$ cat config.mk
export PLATFORM = sky130hd
export DESIGN_NAME = led_source_scheduler_flat
export DESIGN_NICKNAME = d
export VERILOG_FILES = /design/src/rtl/led_pkg.sv /design/src/rtl/led_source_scheduler_if.sv /design/src/rtl/led_rr_pick.sv /design/src/rtl/led_source_scheduler.sv /design/src/flat_wrapper.sv
export SDC_FILE = /design/constraint.sdc
export NUM_CORES = 1
export LEC_CHECK = 0
export CORE_ASPECT_RATIO = 1.5
export CORE_MARGIN = 1
export CORE_UTILIZATION = 58
export DETAILED_ROUTE_END_ITERATION = 7
export DONT_BUFFER_PORTS = 1
export PLACE_DENSITY_LB_ADDON = 0.3
export SLEW_MARGIN = 20
export SYNTH_ARGS = -nofsm -noshare
export SYNTH_HDL_FRONTEND = slang
export SYNTH_SLANG_ARGS = --single-unit
$ cat constraint.sdc
create_clock -name clk -period 3.25 [get_ports clk]
set_clock_uncertainty 0.15 [all_clocks]
set_input_delay 0.4875 -clock clk [delete_from_list [all_inputs] [get_ports clk]]
set_output_delay 0.4875 -clock clk [all_outputs]
set_load 0.005 [all_outputs]
$ cat src/rtl/led_pkg.sv
// rtl/led_pkg.sv - shared state encoding and constants for the LED source scheduler
package led_pkg;

    localparam int LED_WIDTH     = 16;
    localparam int DEFAULT_DWELL = 10_000_000;

    typedef enum logic [1:0] {
        ST_IDLE   = 2'd0,
        ST_ROTATE = 2'd1,
        ST_URGENT = 2'd2
    } led_state_e;

endpackage

$ cat src/rtl/led_source_scheduler_if.sv
// rtl/led_source_scheduler_if.sv - request/pattern inputs and LED/grant outputs of the scheduler
interface led_source_scheduler_if
    import led_pkg::*;
#(
    parameter int NREQ = 4,
    parameter int LEDW = LED_WIDTH
);

    logic [NREQ-1:0]      req;
    logic [NREQ*LEDW-1:0] pattern;
    logic                 freeze;
    logic [LEDW-1:0]      led_out;
    logic [NREQ-1:0]      grant;
    logic                 page_switch;

    modport master (
        output req, pattern, freeze,
        input  led_out, grant, page_switch
    );

    modport slave (
        input  req, pattern, freeze,
        output led_out, grant, page_switch
    );

endinterface

$ cat src/rtl/led_rr_pick.sv
// rtl/led_rr_pick.sv - combinational round-robin picker over the non-urgent requesters
module led_rr_pick
    import led_pkg::*;
#(
    parameter int NREQ = 4,
    parameter int IW   = $clog2(NREQ),
    parameter int SW   = IW + 1
) (
    input  logic [NREQ-1:1] req,
    input  logic [SW-1:0]   start,
    output logic            found,
    output logic [IW-1:0]   idx
);

    int base;
    int cand;

    // A start of 0 or past the top index wraps to requester 1, so owner+1 can be fed directly.
    always_comb begin
        found = 1'b0;
        idx   = '0;
        cand  = 0;
        base  = (int'(start) >= 1 && int'(start) < NREQ) ? int'(start) : 1;
        for (int k = 0; k < NREQ - 1; k++) begin
            cand = base + k;
            if (cand >= NREQ) begin
                cand = cand - (NREQ - 1);
            end
            if (!found && req[cand]) begin
                found = 1'b1;
                idx   = IW'(cand);
            end
        end
    end

endmodule

$ cat src/rtl/led_source_scheduler.sv
// rtl/led_source_scheduler.sv - shares the LEDs between an urgent source and round-robin pages
module led_source_scheduler
    import led_pkg::*;
#(
    parameter int NREQ  = 4,
    parameter int LEDW  = LED_WIDTH,
    parameter int DWELL = DEFAULT_DWELL
) (
    input  logic                   clk,
    input  logic                   rst,
    led_source_scheduler_if.slave  bus
);

    localparam int IW = $clog2(NREQ);
    localparam int SW = IW + 1;
    localparam int CW = $clog2(DWELL + 1);
    localparam logic [CW-1:0] DWELL_LAST = CW'(DWELL - 1);

    led_state_e      state, state_d;
    logic [IW-1:0]   owner, owner_d;
    logic [IW-1:0]   rr_ptr, rr_d;
    logic [CW-1:0]   dwell_cnt, cnt_d;
    logic [NREQ-1:0] grant_d;
    logic [LEDW-1:0] led_d;

    logic            rr_found, nx_found;
    logic [IW-1:0]   rr_idx, nx_idx;
    logic [SW-1:0]   nx_start;

    assign nx_start = {1'b0, owner} + SW'(1);

    led_rr_pick #(.NREQ(NREQ), .IW(IW), .SW(SW)) u_pick_rr (
        .req   (bus.req[NREQ-1:1]),
        .start ({1'b0, rr_ptr}),
        .found (rr_found),
        .idx   (rr_idx)
    );

    led_rr_pick #(.NREQ(NREQ), .IW(IW), .SW(SW)) u_pick_next (
        .req   (bus.req[NREQ-1:1]),
        .start (nx_start),
        .found (nx_found),
        .idx   (nx_idx)
    );

    always_comb begin
        state_d = state;
        owner_d = owner;
        rr_d    = rr_ptr;
        cnt_d   = dwell_cnt;
        case (state)
            // Leaving URGENT behaves like leaving IDLE: the preempted page is still at rr_ptr.
            ST_IDLE, ST_URGENT: begin
                cnt_d = '0;
                if (bus.req[0]) begin
                    state_d = ST_URGENT;
                    owner_d = '0;
                end else if (rr_found) begin
                    state_d = ST_ROTATE;
                    owner_d = rr_idx;
                    rr_d    = rr_idx;
                end else begin
                    state_d = ST_IDLE;
                end
            end
            ST_ROTATE: begin
                if (bus.req[0]) begin
                    state_d = ST_URGENT;
                    owner_d = '0;
                    cnt_d   = '0;
                end else if (!bus.req[owner]) begin
                    cnt_d = '0;
                    if (nx_found) begin
                        owner_d = nx_idx;
                        rr_d    = nx_idx;
                    end else begin
                        state_d = ST_IDLE;
                    end
                end else if (!bus.freeze) begin
                    if (dwell_cnt == DWELL_LAST) begin
                        // Owner is active, so the search always finds someone, possibly itself.
                        cnt_d   = '0;
                        owner_d = nx_idx;
                        rr_d    = nx_idx;
                    end else begin
                        cnt_d = dwell_cnt + 1'b1;
                    end
                end
            end
            default: begin
                state_d = ST_IDLE;
                cnt_d   = '0;
            end
        endcase
    end

    always_comb begin
        grant_d = '0;
        led_d   = '0;
        if (state_d == ST_URGENT) begin
            grant_d[0] = 1'b1;
            led_d      = bus.pattern[0 +: LEDW];
        end else if (state_d == ST_ROTATE) begin
            grant_d[owner_d] = 1'b1;
            led_d            = bus.pattern[int'(owner_d) * LEDW +: LEDW];
        end
    end

    always_ff @(posedge clk or posedge rst) begin
        if (rst) begin
            state           <= ST_IDLE;
            owner           <= '0;
            rr_ptr          <= IW'(1);
            dwell_cnt       <= '0;
            bus.led_out     <= '0;
            bus.grant       <= '0;
            bus.page_switch <= 1'b0;
        end else begin
            state           <= state_d;
            owner           <= owner_d;
            rr_ptr          <= rr_d;
            dwell_cnt       <= cnt_d;
            bus.led_out     <= led_d;
            bus.grant       <= grant_d;
            bus.page_switch <= (grant_d != bus.grant);
        end
    end

endmodule

$ cat src/flat_wrapper.sv
// flat-port wrapper written by rule: the top's interface ports become plain ports
module led_source_scheduler_flat import led_pkg::*;
#(
    parameter int NREQ  = 4,
    parameter int LEDW  = LED_WIDTH,
    parameter int DWELL = DEFAULT_DWELL
)
  (clk, rst, bus_req, bus_pattern, bus_freeze, bus_led_out, bus_grant, bus_page_switch);
  led_source_scheduler_if #(.NREQ(NREQ), .LEDW(LEDW)) bus_i ();
  input  logic clk;
  input  logic rst;
  input wire logic [$bits(bus_i.req)-1:0] bus_req;
  input wire logic [$bits(bus_i.pattern)-1:0] bus_pattern;
  input wire logic [$bits(bus_i.freeze)-1:0] bus_freeze;
  output wire logic [$bits(bus_i.led_out)-1:0] bus_led_out;
  output wire logic [$bits(bus_i.grant)-1:0] bus_grant;
  output wire logic [$bits(bus_i.page_switch)-1:0] bus_page_switch;
  assign bus_i.req = bus_req;
  assign bus_i.pattern = bus_pattern;
  assign bus_i.freeze = bus_freeze;
  assign bus_led_out = bus_i.led_out;
  assign bus_grant = bus_i.grant;
  assign bus_page_switch = bus_i.page_switch;
  led_source_scheduler #(.NREQ(NREQ), .LEDW(LEDW), .DWELL(DWELL)) u_core (.clk(clk), .rst(rst), .bus(bus_i));
endmodule
Word-level counts from Yosys, hierarchy flattened
Cells that the tools add are included.
- flip-flop bits (word level): 51
- input bits: 71
- output and inout port bits: 21
- logic and storage cells: 141
- add/subtract/negate cells: 12
- magnitude comparators: 19
- equality and inequality tests: 13
- shift operators: 1
- mux-type cells: 74
- reduce and logical (&&, ||, !) cells: 15
- operator list (cell ; number):
    32-bit by 4-bit < comparator with 1-bit output (second input constant) ; 6
    32-bit 2-to-1 mux ; 6
    24-bit 2-to-1 mux ; 5
    64-bit by 7-bit variable part select with 16-bit output ; 1
    2-bit 2-to-1 mux ; 25
    16-bit 2-to-1 mux ; 2
    24-bit by 1-bit adder with 24-bit output (second input constant) ; 1
    24-bit equality test (second input constant) ; 1
    1-bit 2-to-1 mux ; 22
    1-bit binary-select mux with 2-bit select ; 7
    2-bit case mux with 2 select lines ; 3
    3-bit by 2-bit subtractor with 4-bit output (second input constant) ; 3
    4-bit by 2-bit subtractor with 5-bit output (second input constant) ; 2
    3-bit greater-or-equal comparator (second input constant) ; 3
    2-bit by 3-bit < comparator with 1-bit output (second input constant) ; 3
    4-bit by 3-bit greater-or-equal comparator with 1-bit output (second input constant) ; 2
    1-bit logical AND ; 7
    7-bit AND reduction ; 1
    2-bit by 1-bit adder with 3-bit output (second input constant) ; 2
    3-bit 2-to-1 mux ; 2
    3-bit inequality test (second input constant) ; 2
    3-bit by 1-bit adder with 4-bit output (second input constant) ; 1
    3-bit by 2-bit adder with 4-bit output (second input constant) ; 1
    2-bit by 1-bit equality test with 1-bit output (second input constant) ; 2
    other kinds (18) ; 24

Logic depth before layout (Yosys ltp)
Gate-level depths: netlist of the first run.
- word-level depth: 28
- gate-level depth with buffers: 13
- depth with buffers taken out: 11

Cells and area by module
Synthesis of the first run repeated with hierarchy kept, for this count alone.
- cells, all modules: 414
- area, all modules: 3563.4 µm²
- modules (own cells, without submodules) (module ; times used ; cells an instance ; area each (µm²) ; seq. area each (µm²)):
    led_source_scheduler ; 1 ; 326 ; 2960.3 ; 1277.5
    led_rr_pick ; 2 ; 44 ; 301.5 ; 0.0

Worst setup path before layout of the first run
Ideal clock, no wire load.
- path kind: reg2reg
- start point: register u_core.owner[1]
- end point: register u_core.bus.led_out[10]
- setup time: 0.129 ns
- arrival: 2.760 ns
- data required time: 2.971 ns
- setup slack: 0.211 ns
- cell stages (with the launch flop): 13
- buffers on the path: 2
- period minus slack after synthesis: 3.039 ns
- cells stage by stage: dfrtp_1 > inv_1 > ha_1 > buf_2 > a22o_2 > a211o_2 > a21oi_2 > nor4b_2 > a311oi_4 > buf_6 > mux2_2 > a22oi_1 > o21ai_1
- longest elaborated chain between the ends: 24
- elaborated cells on any way between the ends: 54
- classes of those cells: add/sub: 6; order compare: 5; eq/ne: 2; shift: 1; mux: 35; reduce/logical: 5
- RTL lines (what ; line ; text):
    start: declaration ; led_source_scheduler.sv:20 ; logic [IW-1:0] owner, owner_d;
    start signal: assignment ; led_source_scheduler.sv:120 ; owner <= owner_d;
    parallel branches: the longest is 23 deep, another holds 4-bit by 2-bit subtractor with 5-bit output ; - ;
    16-bit 2-to-1 mux (*) ; led_source_scheduler.sv:100 ; if (state_d == ST_URGENT) begin
    net u_core.led_d[10] ; led_source_scheduler.sv:24 ; logic [LEDW-1:0] led_d;
    end signal: assignment ; led_source_scheduler.sv:123 ; bus.led_out <= led_d;
    end: declaration ; led_source_scheduler_if.sv:23 ; output led_out, grant, page_switch
Mark *: on every way through the listed nets, which the timed path passes. The select of a mux whose other input is x is not followed.
A chain may end at the register's enable or synchronous reset.

Worst setup path after layout of the first run
- start point: register u_core.owner[0]
- end point: register u_core.bus.led_out[14]
The elaborated chain is that of the path after synthesis.

==> results of run 1 <==
-- per-stage QoR --
stage | std cells | total power [mW] | area (um2) | setup WS (ns)
final | 408 | 1.76 | 3400 | 0.0791
after global routing | 408 | 1.87 | 3400 | -0.0399
after CTS | 404 | 1.72 | 3320 | 0.0873
after detailed placement | 396 | 1.32 | 3220 | 0.113
after global placement | 396 | 1.31 | 3220 | 0.200
after floorplan | 332 | 1.24 | 3200 | 0.211
-- layout make-up --
class	count	area, um2	share of cell area (%)
inverter	11	42.5	1.25
clock inverter	3	28.8	0.847
timing repair buffer	18	176	5.19
sequential	51	1280	37.6
tap	68	85.1	2.50
clock buffer	5	68.8	2.02
multi-input combinational	252	1720	50.6
-- sequential cells by signal (all words and copies together) (netlist names) --
name	cells
u_core.bus.grant	4
u_core.bus.page_switch	1
u_core.state	2
u_core.rr_ptr	2
u_core.dwell_cnt	24
u_core.bus.led_out	16
u_core.owner	2
-- power by group through the flow --
stage,combinational [mW],sequential [mW],clock (mW)
after CTS,0.546,0.767,0.402
after floorplan,0.484,0.757,0
final,0.606,0.766,0.392
after global routing,0.664,0.776,0.426
after detailed placement,0.544,0.779,0
after global placement,0.531,0.777,0
-- cells by family (layout without fill, tap and decap cells) --
family,after synthesis,count (layout),share of synthesized area [%]
muxes,19,19,7.04
xor gates and xnor gates,13,13,3.56
adders and majority gates,3,3,1.17
AOI/OAI and AO/OA,95,95,20.6
DFF,51,51,39.9
buffers and inverters,29,37,6.96
and+or+nand+nor,122,122,20.7
-- worst min-delay path by stage --
stage / endpoint / slack, ns / cells past startpoint
detailed placement: u_core.rr_ptr[0] / 0.35 / 2
finish: u_core.bus.led_out[14] / 0.04 / 1
global route: u_core.bus.led_out[13] / 0.11 / 1
global placement: u_core.rr_ptr[0] / 0.33 / 2
CTS: u_core.bus.led_out[6] / 0.13 / 2
floorplan: u_core.rr_ptr[0] / 0.31 / 2
-- timing repair --
item	4_1_cts	5_1_grt
setup buffers	0	3
gates resized for setup	0	10
setup endpoints to repair	0	16
-- layout by cell type, fill, tap and decap left out, types with 4 or more instances in the layout --
master    netlist  routed
or3_1           7       7
o21ai_1        14      14
and3_1          4       4
o21ai_0        18      18
nand3_1         7       6
nor3b_1         6       6
xor2_1         10      10
clkbuf_8        4       5
a21oi_1        17      17
buf_4           1      13
nand4_1         4       4
dfrtp_1        50      50
nor3_1          6       6
nor2b_1         7       7
nor2_1         23      23
mux2_1          5       5
nand2_1        32      32
mux2_2         13      13
a22oi_1        16      16
inv_1          11       9
a211oi_1        4       4
-- critical path: stages, from the launching register on --
cell and delay (ns):
dfrtp_1 0.45, buf_4 0.16, ha_2 0.20, buf_4 0.16, a22o_2 0.20, a211o_2 0.32
a21oi_4 0.20, nor4b_2 0.09, a311oi_4 0.23, buf_6 0.17, clkbuf_16 0.16, mux2_2 0.34
a22oi_1 0.16, o21ai_1 0.08
-- routing by layer --
layer | part of all wire (%) | global-route usage [%]
met1 | 38 | 25.3
met2 | 56 | 49.5
met5 | 0 | 0
met3 | 4.4 | 4.19
met4 | 1.7 | 9.11
==> load_flow_metrics.sql, run 1 <==
INSERT INTO impl_metrics (metric_group, metric, value, unit) VALUES
('floorplan', 'floorplan.die_area', '5820', 'um2'),
('power_and_ir_drop', 'p_int', '1.16', 'mW'),
('clock_network', 'clock_sink_count', '51', ''),
('layout', 'final_layout_size_suffix_gt1_share', '19.4', '%'),
('clock_network', 'clock_insertion_delay_at_the_later_pin_of_the_skew_report', '0.31', 'ns'),
('setup_path', 'worstReg2RegEnd', 'u_core.bus.led_out[14]', ''),
('floorplan', 'rows', '32', ''),
('power_and_ir_drop', 'power.share.switching', '34.2', '%'),
('clock_network', 'tritoncts', 'yes', ''),
('sta', 'maxClockFrequency', '315', 'MHz'),
('logic_synthesis', 'syn_area', '3200', 'um2'),
('global_route', 'grt_first_pass_wirelength', '11400', 'um'),
('setup_path', 'highest_net_fanout_along_the_worst_path', '9', ''),
('outcome', 'status', 'finished, final reports clean', ''),
('clock_network', 'h-tree-depth', '2', ''),
('route', 'aggregate_routed_wire_length', '6980', 'um'),
('logic_synthesis', 'synth_edf_count', '0', ''),
('global_route', 'grt_start_max_net_pins', '52', ''),
('logic_synthesis', 'synth.area.top_cells', 'dfrtp_1, mux2_2, a22oi_1', ''),
('setup_path', 'worstSetupStartpointType', 'flip-flop', ''),
('logic_synthesis', 'synthCells', '332', ''),
('route', 'routedWlPerCell', '17.1', 'um'),
('sta', 'fin_hold_ws', '0.0405', 'ns'),
('layout', 'post-route-util', '64.8', '%'),
('logic_synthesis', 'async_flop_share', '100', '%'),
('setup_path', 'r2r_cells', '13', ''),
('setup_path', 'r2r_slack', '0.08', 'ns'),
('logic_synthesis', 'yosysWarningCount', '0', ''),
('logic_synthesis', 'yosys.cell_count.top_type', 'dfrtp_1', ''),
('setup_path', 'setup.worst_path.end', 'u_core.bus.led_out[14]', ''),
('layout', 'n_fill_cell', '445', ''),
('setup_path', 'regToRegStartpoint', 'u_core.owner[0]', ''),
('global_route', 'number_of_global_route_vias_before_repair', '2574', ''),
('setup_path', 'critPathArrivalTime', '3.23', 'ns'),
('placed_design', 'gp_congestion', '0.789', ''),
('sta', 'max-slew-margin-rel', '42.6', '%'),
('setup_path', 'end_kind', 'flip-flop', ''),
('sta', 'tightest_slew', '0.860', 'ns'),
('global_route', 'global_route.overflow_total', '0', ''),
('setup_path', 'worst_ep_required_time', '3.31', 'ns'),
('logic_synthesis', 'postSynthRegisterBits', '51', ''),
('floorplan', 'chipWidth', '62.6', 'um'),
('power_and_ir_drop', 'power.combinational.fraction', '34.4', '%'),
('logic_synthesis', 'synth_area_per_cell', '9.64', 'um2'),
('sta', 'hold_viol_final', '0', ''),
('global_route', 'antenna_found_initial', '0', ''),
('setup_path', 'worstSetupStartpoint', 'u_core.owner[0]', ''),
('route', 'detailed_route_drc_error_count', '0', ''),
('logic_synthesis', 'synth_largest_type_area_fraction', '39.1', '%'),
('clock_network', 'clock_tree.buffer_depth', '2', ''),
('layout', 'nets', '413', ''),
('layout', 'areaGrowthSynthToFinish', '6.26', '%'),
('route', 'drt.antenna.violating_nets', '0', ''),
('route', 'drt-initial-drc-count', '131', ''),
('power_and_ir_drop', 'powerDensity', '519', 'nW/um2'),
('power_and_ir_drop', 'clock_power_share', '22.2', '%'),
('job', 'max-cap-violations', '0', ''),
('clock_network', 'cts.clk_slew.worst_paths', '0.10', 'ns'),
('placed_design', 'dpl.hpwl', '5070', 'um'),
('logic_synthesis', 'ys_seq_area_share', '39.9', '%'),
('clock_network', 'cts_buffers', '5', ''),
('power_and_ir_drop', 'worst_vdd_ir', '0.378', 'mV'),
('min_path', 'worst_hold_path_type', 'in -> async', ''),
('clock_network', 'ctsRootBufferMaster', 'clkbuf_8', ''),
('layout', 'num_antenna_cells', '0', ''),
('logic_synthesis', 'synth_top_area_cell', 'dfrtp_1', ''),
('sta', 'period_needed', '3.17', 'ns'),
('logic_synthesis', 'synthDistinctLibCells', '66', ''),
('placed_design', 'placement.io_buffers', '0', ''),
('power_and_ir_drop', 'p_leak', '1.37', 'nW'),
('logic_synthesis', 'top_cells_by_count_synth', 'dfrtp_1, nand2_1, nor2_1', '');
Power figures use the tool's default switching activity.
==> run 2, diff against run 1 <==
--- a/config.mk
+++ b/config.mk
@@ -10,7 +10,7 @@
 export CORE_UTILIZATION = 58
 export DETAILED_ROUTE_END_ITERATION = 7
 export DONT_BUFFER_PORTS = 1
-export PLACE_DENSITY_LB_ADDON = 0.3
+export PLACE_DENSITY = 0.76
 export SLEW_MARGIN = 20
 export SYNTH_ARGS = -nofsm -noshare
 export SYNTH_HDL_FRONTEND = slang
==> run 2 against run 1 <==
Via count up 0.79%. Sequential share of layout area up 0.48 points. Clock power about the same. Global-route usage down 0.42 points. Critical path depth down 1. Flip-flop and latch count unchanged. Worst setup slack better by 0.040 ns. Final cell count down 0.98%. Combinational power down 4.0%. Clock-buffer cell count unchanged. Critical endpoint is now u_core.bus.page_switch. Highest routed layer unchanged.
==> load_flow_metrics.sql, run 2 (synthesis results as in run 1) <==
INSERT INTO impl_metrics (metric_group, metric, value, unit) VALUES
('setup_path', 'critPathArrivalTime', '3.19', 'ns'),
('setup_path', 'worstReg2RegEnd', 'u_core.bus.page_switch', ''),
('route', 'detailed_route_drc_error_count', '0', ''),
('floorplan', 'rows', '32', ''),
('sta', 'final_min_period_over_clock_period', '96.3', '%'),
('layout', 'registers.top_by_ff_count', 'u_core.dwell_cnt', ''),
('sta', 'maxClockFrequency', '319', 'MHz'),
('global_route', 'grt_first_pass_wirelength', '11400', 'um'),
('global_route', 'grt_usage', '24.5', '%'),
('layout', 'final_cell_mix', 'dfrtp_1, nand2_1, nor2_1', ''),
('route', 'route.vias.total', '2565', ''),
('clock_network', 'clock_insertion_delay_at_the_later_pin_of_the_skew_report', '0.32', 'ns'),
('clock_network', 'clock_tree.buffer_depth', '2', ''),
('clock_network', 'h-tree-depth', '2', ''),
('floorplan', 'chipWidth', '62.6', 'um'),
('setup_path', 'r2r_slack', '0.12', 'ns'),
('floorplan', 'num_io_pins', '92', ''),
('job', 'max-cap-violations', '0', ''),
('layout', 'num_antenna_cells', '0', ''),
('setup_path', 'crit_type', 'reg -> reg', ''),
('clock_network', 'hold_buffers', '0', ''),
('layout', 'layout.cells.most_common', 'dfrtp_1', ''),
('layout', 'post-route-util', '64.1', '%'),
('route', 'drt-initial-drc-count', '120', ''),
('sta', 'hold_viol_final', '0', ''),
('setup_path', 'highest_net_fanout_along_the_worst_path', '11', ''),
('sta', 'report.final.setup_viol', '0', ''),
('sta', 'tightest_slew', '0.858', 'ns'),
('layout', 'top_regs', 'u_core.dwell_cnt: 24 flops, u_core.bus.led_out: 16 flops, u_core.bus.grant: 4 flops', ''),
('sta', 'drv_slew', '0', ''),
('route', 'detailed_route_vias_per_instance', '6.35', ''),
('route', 'routedWlPerCell', '17.2', 'um'),
('setup_path', 'worst_ep_required_time', '3.31', 'ns'),
('floorplan', 'die_h', '93.0', 'um'),
('sta', 'fin_hold_ws', '0.0422', 'ns'),
('layout', 'n_fill_cell', '450', ''),
('global_route', 'number_of_global_route_vias_before_repair', '2618', ''),
('route', 'dr.pass1.iters', '4', ''),
('sta', 'period_needed', '3.13', 'ns'),
('placed_design', 'placedInstanceArea', '3190', 'um2'),
('layout', 'largest_register_ffs', '24', ''),
('route', 'drt.antenna.violating_nets', '0', ''),
('clock_network', 'tritoncts', 'yes', ''),
('sta', 'max-slew-margin-rel', '42.8', '%'),
('sta', 'worst_slack', '0.119', 'ns'),
('placed_design', 'dpl.hpwl', '5020', 'um'),
('floorplan', 'core-area', '5250', 'um2'),
('clock_network', 'ctsRootBufferMaster', 'clkbuf_8', ''),
('power_and_ir_drop', 'worst_vdd_ir', '0.349', 'mV'),
('layout', 'nets', '409', ''),
('setup_path', 'regToRegStartpoint', 'u_core.owner[0]', ''),
('floorplan', 'floorplan.die_area', '5820', 'um2'),
('setup_path', 'r2r_cells', '12', ''),
('placed_design', 'placement.io_buffers', '0', ''),
('clock_network', 'cts_buffers', '5', ''),
('outcome', 'status', 'finished, final reports clean', ''),
('layout', 'areaGrowthSynthToFinish', '5.12', '%'),
('min_path', 'worst_hold_path_type', 'in -> async', ''),
('power_and_ir_drop', 'p_leak', '1.36', 'nW'),
('layout', 'final_layout_size_suffix_gt1_share', '18.8', '%'),
('global_route', 'grt_start_max_net_pins', '52', ''),
('power_and_ir_drop', 'powerDensity', '517', 'nW/um2'),
('setup_path', 'worstSetupStartpointType', 'flip-flop', ''),
('power_and_ir_drop', 'totalPowerFinal', '1.74', 'mW'),
('global_route', 'global_route.overflow_total', '0', ''),
('placed_design', 'dp_slack', '-0.00295', 'ns'),
('floorplan', 'initial_util', '61.0', '%'),
('clock_network', 'clock_sink_count', '51', ''),
('route', 'aggregate_routed_wire_length', '6970', 'um'),
('setup_path', 'end_kind', 'flip-flop', ''),
('global_route', 'antenna_found_initial', '0', ''),
('placed_design', 'gp_congestion', '0.833', ''),
('clock_network', 'cts.clk_slew.worst_paths', '0.10', 'ns'),
('layout', 'design_area', '3360', 'um2');
## run 2: worst max-delay path: stages (launching register included)
cell and delay (ns):
dfrtp_2 0.43, inv_1 0.09, ha_2 0.25, a22o_2 0.27
a211o_2 0.33, a21oi_4 0.22, or2_2 0.21, a311oi_4 0.14
buf_4 0.20, o31ai_4 0.36, buf_4 0.18, xnor2_1 0.12
o21ai_2 0.07
## run 2: area by class of cell
type / instances / area (um2) / share of cell area [%]
Clock buffer: 5 / 68.8 / 2.05
Clock inverter: 3 / 26.3 / 0.781
Inverter: 11 / 42.5 / 1.26
Multi-Input combinational cell: 252 / 1750 / 52.0
Sequential cell: 51 / 1280 / 38.1
Tap cell: 68 / 85.1 / 2.53
Timing Repair Buffer: 14 / 113 / 3.35
## run 2: repair_timing
item,4_1_cts,5_1_grt
resized for setup,1,11
setup buffers,0,2
setup endpoints to repair,16,17
endpoints found under the hold margin,0,0
pin swaps,0,2
## run 2: worst max-delay path by stage
| stage | slack, ns | endpoint | startpoint |
|---|---|---|---|
| 4_1_cts | 0.02 | u_core.bus.led_out[0] | u_core.owner[1] |
| 3_3_place_gp | 0.15 | u_core.bus.led_out[14] | u_core.owner[0] |
| 3_5_place_dp | -0.003 | u_core.bus.led_out[0] | u_core.owner[1] |
| 5_1_grt | -0.04 | u_core.bus.page_switch | u_core.dwell_cnt[0] |
| 2_1_floorplan | 0.21 | u_core.bus.led_out[10] | u_core.owner[1] |
| 6_report | 0.12 | u_core.bus.page_switch | u_core.owner[0] |
## run 2: metal layers
metal	GRT usage, %	share of wire [%]	vias to the layer above
met5	0	0	-
met2	48.1	55	93
met1	24.9	38	1248
li1	-	-	1215
met4	9.88	1.6	0
met3	4.31	5.5	9
## run 2: report_power, final
part | switching, mW | internal, mW | total, mW
clock | 0.232 | 0.159 | 0.391
sequential | 0.0600 | 0.707 | 0.767
combinational | 0.312 | 0.270 | 0.582
total | 0.604 | 1.14 | 1.74
## run 2: metrics by stage
stage               setup TNS (ns)  std cells
floorplan                        0        332
global placement                 0        394
detailed placement        -0.00295        394
CTS                              0        402
global route                -0.133        404
finish                           0        404
==> RTL edit 1: new RTL, settings of run 2 <==
Re-encode `led_state_e` (3 states) as one-hot, 3 bits wide.
--- a/src/rtl/led_pkg.sv
+++ b/src/rtl/led_pkg.sv
@@ -4,10 +4,10 @@
     localparam int LED_WIDTH     = 16;
     localparam int DEFAULT_DWELL = 10_000_000;
 
-    typedef enum logic [1:0] {
-        ST_IDLE   = 2'd0,
-        ST_ROTATE = 2'd1,
-        ST_URGENT = 2'd2
+    typedef enum logic [2:0] {
+        ST_IDLE   = 3'b001,
+        ST_ROTATE = 3'b010,
+        ST_URGENT = 3'b100
     } led_state_e;
 
 endpackage
Check against the original RTL: no difference found for any inputs over 4 cycles, from zero or initial values and one cycle with rst high; so few cycles prove little.
==> RTL edit 1 against run 2 <==
Synthesized area fell by 4.1%; die area down 4.0%; routed wire length shrank 0.50%; sequential cell count grew 1; final area fell by 0.56%; worst setup slack got worse by 17 ps; synthesized cell count down 0.60%.
Power is not compared: it rests on default switching activity, and its combinational part moved more than twofold at a synthesized area within 25%.
==> RTL edit 1: results (changes against run 2) <==
* Status: finished, final reports clean
* Largest registers: u_core.dwell_cnt: 24 flops, u_core.bus.led_out: 16 flops, u_core.bus.grant: 4 flops
* R2r startpoint: u_core.owner[0]$_DFF_PP0_
* Complex-gate fraction of the synthesized area at 21.4% (+0.81 points)
* Critical Path AT at 3190 ps (about the same)
* Post-synth ARST share at 100% (unchanged)
* Maximum vdd drop at 523 uV
* GRT Total Usage at 25.7% (+1.2 points)
* Crit-path slowest cell: dfrtp_2
* Number of synthesis warnings at 0 (unchanged)
* Vias at 2617 (+2.0%)
* I/O Buffers at 0 (unchanged)
* CP delay by family, top: compound AO/OA/AOI/OAI gates
* Critical path's largest stage delay at about 440 ps
* Register area share after synthesis at 42.5% (+2.6 points)
* Mux cell area share after synthesis at 6.98% (-0.063 points)
* Lkg Pwr at 1.50 nW
* DR pass1 iterations at 4 (unchanged)
* Vias in the first global route at 2490 (-4.9%)
* Gpl congestion at 0.940 (+13%)
* Largest net degree at the start of global routing at 53 (+1.9%)
* Clock slew at reported path FFs at 100 ps (about the same)
* Final wirelength at 6930 microns (-0.50%)
* Hold/Removal Path Class: in -> async
* Pre-CTS setup slack at -69.5 ps (-66.5 ps)
* Final #Nets at 412 (+0.73%)
* Initial antenna violation count at 0 (unchanged)
* Final HPWL DP at 5020 microns (+0.13%)
* Worst Tran Pin Value at 878 ps (+20.4 ps)
* Clock Tree Root: clkbuf_8
* CP endpoint kind: flip-flop
* Core area at 0.00512 sq mm (-2.3%)
* Syn_nets at 404 (-0.49%)
* FILL cells at 444 (-1.3%)
* Initial DRC count at 168 (+40%)
* Sw power at roughly 1.1 mW
* Top cells by count, synth: dfrtp_1, o21ai_0, nand2_1, mux2i_1, nor2_1
* First-pass GRT wire length at 10900 microns (-3.9%)
* Worst hold slack at 57.8 ps (+15.5 ps)
* Clock buffer depth at 2 (unchanged)
* Xor-xnor portion of the synthesized cell area at 3.14% (-0.42 points)
* Share of synthesized cell area in full adder, half adder and majority cells at 1.59% (+0.42 points)
* Synth cell types at 63 (-4.5%)
* CP Launch Type: flip-flop
* Antenna Cells at 0 (unchanged)
* Share of post-route cells with drive strength above 1 at 13.3% (-5.5 points)
* Latest clock arrival within the worst-skew pair at between 300 and 400 ps
* Htree depth at 2 (unchanged)
* Num CTS Buffers at 5 (unchanged)
* R2r worst-path depth at 11 (-1)
* Synth area leaders: dfrtp_1, o21ai_0, mux2i_1
* Critical Path Fanout Max at 18 (+7)
* Worst R2R End: u_core.bus.led_out[1]$_DFF_PP0_
RTL edit 1: logic make-up after synthesis:
family	count (synthesis)
simple gates	113
compound gates	99
buf+inv	31
flops	52
fa+ha+maj	4
mux	20
xor+xnor	11
RTL edit 1: power by group through the flow:
stage / Combinational (mW) / Sequential [mW] / Clock, mW
3_5_place_dp: 1.32 / 0.921 / 0
6_report: 1.39 / 0.910 / 0.374
2_1_floorplan: 1.05 / 0.885 / 0
4_1_cts: 1.33 / 0.909 / 0.381
5_1_grt: 1.52 / 0.922 / 0.401
3_3_place_gp: 1.28 / 0.920 / 0
RTL edit 1: per-layer routing:
metal  vias up  global-route usage, %  wire length, microns
li1       1228                      -                     -
met1      1280                   31.6                  2730
met2        93                   42.6                  3680
met3        16                   5.13                   334
met4         0                   10.4                   183
met5         -                      0                     0
RTL edit 1: through the flow:
step | instance area [sq um] | setup TNS [ps] | std cells
2_1_floorplan | 3070 | 0 | 330
3_3_place_gp | 3210 | 0 | 398
3_5_place_dp | 3210 | -265 | 398
4_1_cts | 3310 | 0 | 406
5_1_grt | 3340 | -339 | 407
6_report | 3340 | 0 | 407
RTL edit 1: repair_timing:
action | CTS | global route
pin swaps | 0 | 1
gates resized for setup | 1 | 5
endpoints found under the setup margin | 11 | 17
hold endpoints to repair | 0 | 0
setup buffers | 0 | 1
RTL edit 1: layout make-up:
class | instances | area share [%]
clock buffers | 6 | 2.17
clock inverters | 2 | 0.486
inverters | 12 | 1.38
well taps | 68 | 2.54
repair buffers | 20 | 4.86
flip-flops and latches | 52 | 39.0
multi-input cells | 247 | 49.5
==> RTL edit 2: new RTL, config.mk and constraints of run 2 <==
Without the edit above. `NREQ` is set to 4 in 4 places; all go to 8.
--- a/src/rtl/led_source_scheduler_if.sv
+++ b/src/rtl/led_source_scheduler_if.sv
@@ -2,7 +2,7 @@
 interface led_source_scheduler_if
     import led_pkg::*;
 #(
-    parameter int NREQ = 4,
+    parameter int NREQ = 8,
     parameter int LEDW = LED_WIDTH
 );
 
--- a/src/rtl/led_rr_pick.sv
+++ b/src/rtl/led_rr_pick.sv
@@ -2,7 +2,7 @@
 module led_rr_pick
     import led_pkg::*;
 #(
-    parameter int NREQ = 4,
+    parameter int NREQ = 8,
     parameter int IW   = $clog2(NREQ),
     parameter int SW   = IW + 1
 ) (
--- a/src/rtl/led_source_scheduler.sv
+++ b/src/rtl/led_source_scheduler.sv
@@ -2,7 +2,7 @@
 module led_source_scheduler
     import led_pkg::*;
 #(
-    parameter int NREQ  = 4,
+    parameter int NREQ  = 8,
     parameter int LEDW  = LED_WIDTH,
     parameter int DWELL = DEFAULT_DWELL
 ) (
--- a/src/flat_wrapper.sv
+++ b/src/flat_wrapper.sv
@@ -1,7 +1,7 @@
 // flat-port wrapper written by rule: the top's interface ports become plain ports
 module led_source_scheduler_flat import led_pkg::*;
 #(
-    parameter int NREQ  = 4,
+    parameter int NREQ  = 8,
     parameter int LEDW  = LED_WIDTH,
     parameter int DWELL = DEFAULT_DWELL
 )
Interface: changed (resized bus_grant, bus_pattern and bus_req); port bits go from 92 to 164. The function was not compared with the original's and may differ.
==> RTL edit 2 against run 2 <==
Synthesized area is 120% higher; synthesized cell count grew to 2.6 times the old value; the flow now stops in 5_1_grt.
==> RTL edit 2: results (changes against run 2) <==
* Gpl congestion at 0.990 (+19%)
* Worst EP kind: register input
* Top cells by count, synth: nand2_1, mux2i_1, nor2_1, dfrtp_1, a21oi_1
* Register area share after synthesis at 20.7% (-19 points)
* Status: aborted with a tool error
* Largest net degree at the start of global routing at 42
* Syn_nets at 1023 (+150%)
* Sink Count at 57 (+12%)
* GR repair worst EP: u_core.bus.page_switch$_DFF_PP0_/D
* Number of synthesis warnings at 0 (unchanged)
* I/O Buffers at 0 (unchanged)
* Global route overflow at 258
* Clock buffer depth at 2 (unchanged)
* Number of placed instances, taps included at 1186 (+200%)
* Num CTS Buffers at 9 (+4)
* Post-synth ARST share at 100% (unchanged)
* GRT Total Usage at 83.6%
* Failed at: 5_1_grt
* Gate Count Post-Synth at 864 (+160%)
* Synth area leaders: dfrtp_1, mux2i_1, nand2_1
* Clock Tree Root: clkbuf_16
* Final HPWL DP at 19600 microns (+290%)
* Htree depth at 3 (+1)
* Synth cell types at 95 (+44%)
* Run Error: [ERROR GRT-0232] Routing congestion too high. Check the congestion heatmap in the GUI.
-- RTL edit 2: cell types whose count changed after synthesis, sizes merged, moves of 13 or more --
cell    before  now
nand2b       3   16
a221oi       1   14
o22ai        2   33
o211ai       4   17
a21oi       18   42
ha           3   20
mux2i        0   68
nand3        7   28
inv         11   28
buf         11   30
clkbuf       6   25
nand2       32   97
nor3         6   29
nor2        23   61
-- RTL edit 2: metrics by stage --
stage	instance area (sq um)	hold slack [ps]	setup WS [ps]	utilization (%)	setup TNS, ps
floorplan	7160	347	-1720	-	-45510
global placement	8760	393	-1520	76.0	-39350
detailed placement	8760	416	-1780	76.0	-46110
CTS	9920	82.9	-1520	86.0	-38400
-- RTL edit 2: per-layer routing --
layer	overflow	GRT usage, %
met1	4	79.8
met2	163	104
met3	2	64.0
met4	89	94.3
met5	0	17.5
-- RTL edit 2: kinds of logic after synthesis --
family / after synthesis / share of synthesized area (%)
simple gates: 325 / 24.1
compound gates: 260 / 27.6
mux: 93 / 15.1
buf+inv: 85 / 5.59
flops: 57 / 20.7
xor+xnor: 24 / 3.27
fa+ha+maj: 20 / 3.63
-- RTL edit 2: what timing repair did --
item	4_1_cts
hold endpoints to repair	0
cloned	1
setup buffers	51
hold buffers	0
pin swaps	24
resized for setup	97
endpoints found under the setup margin	32
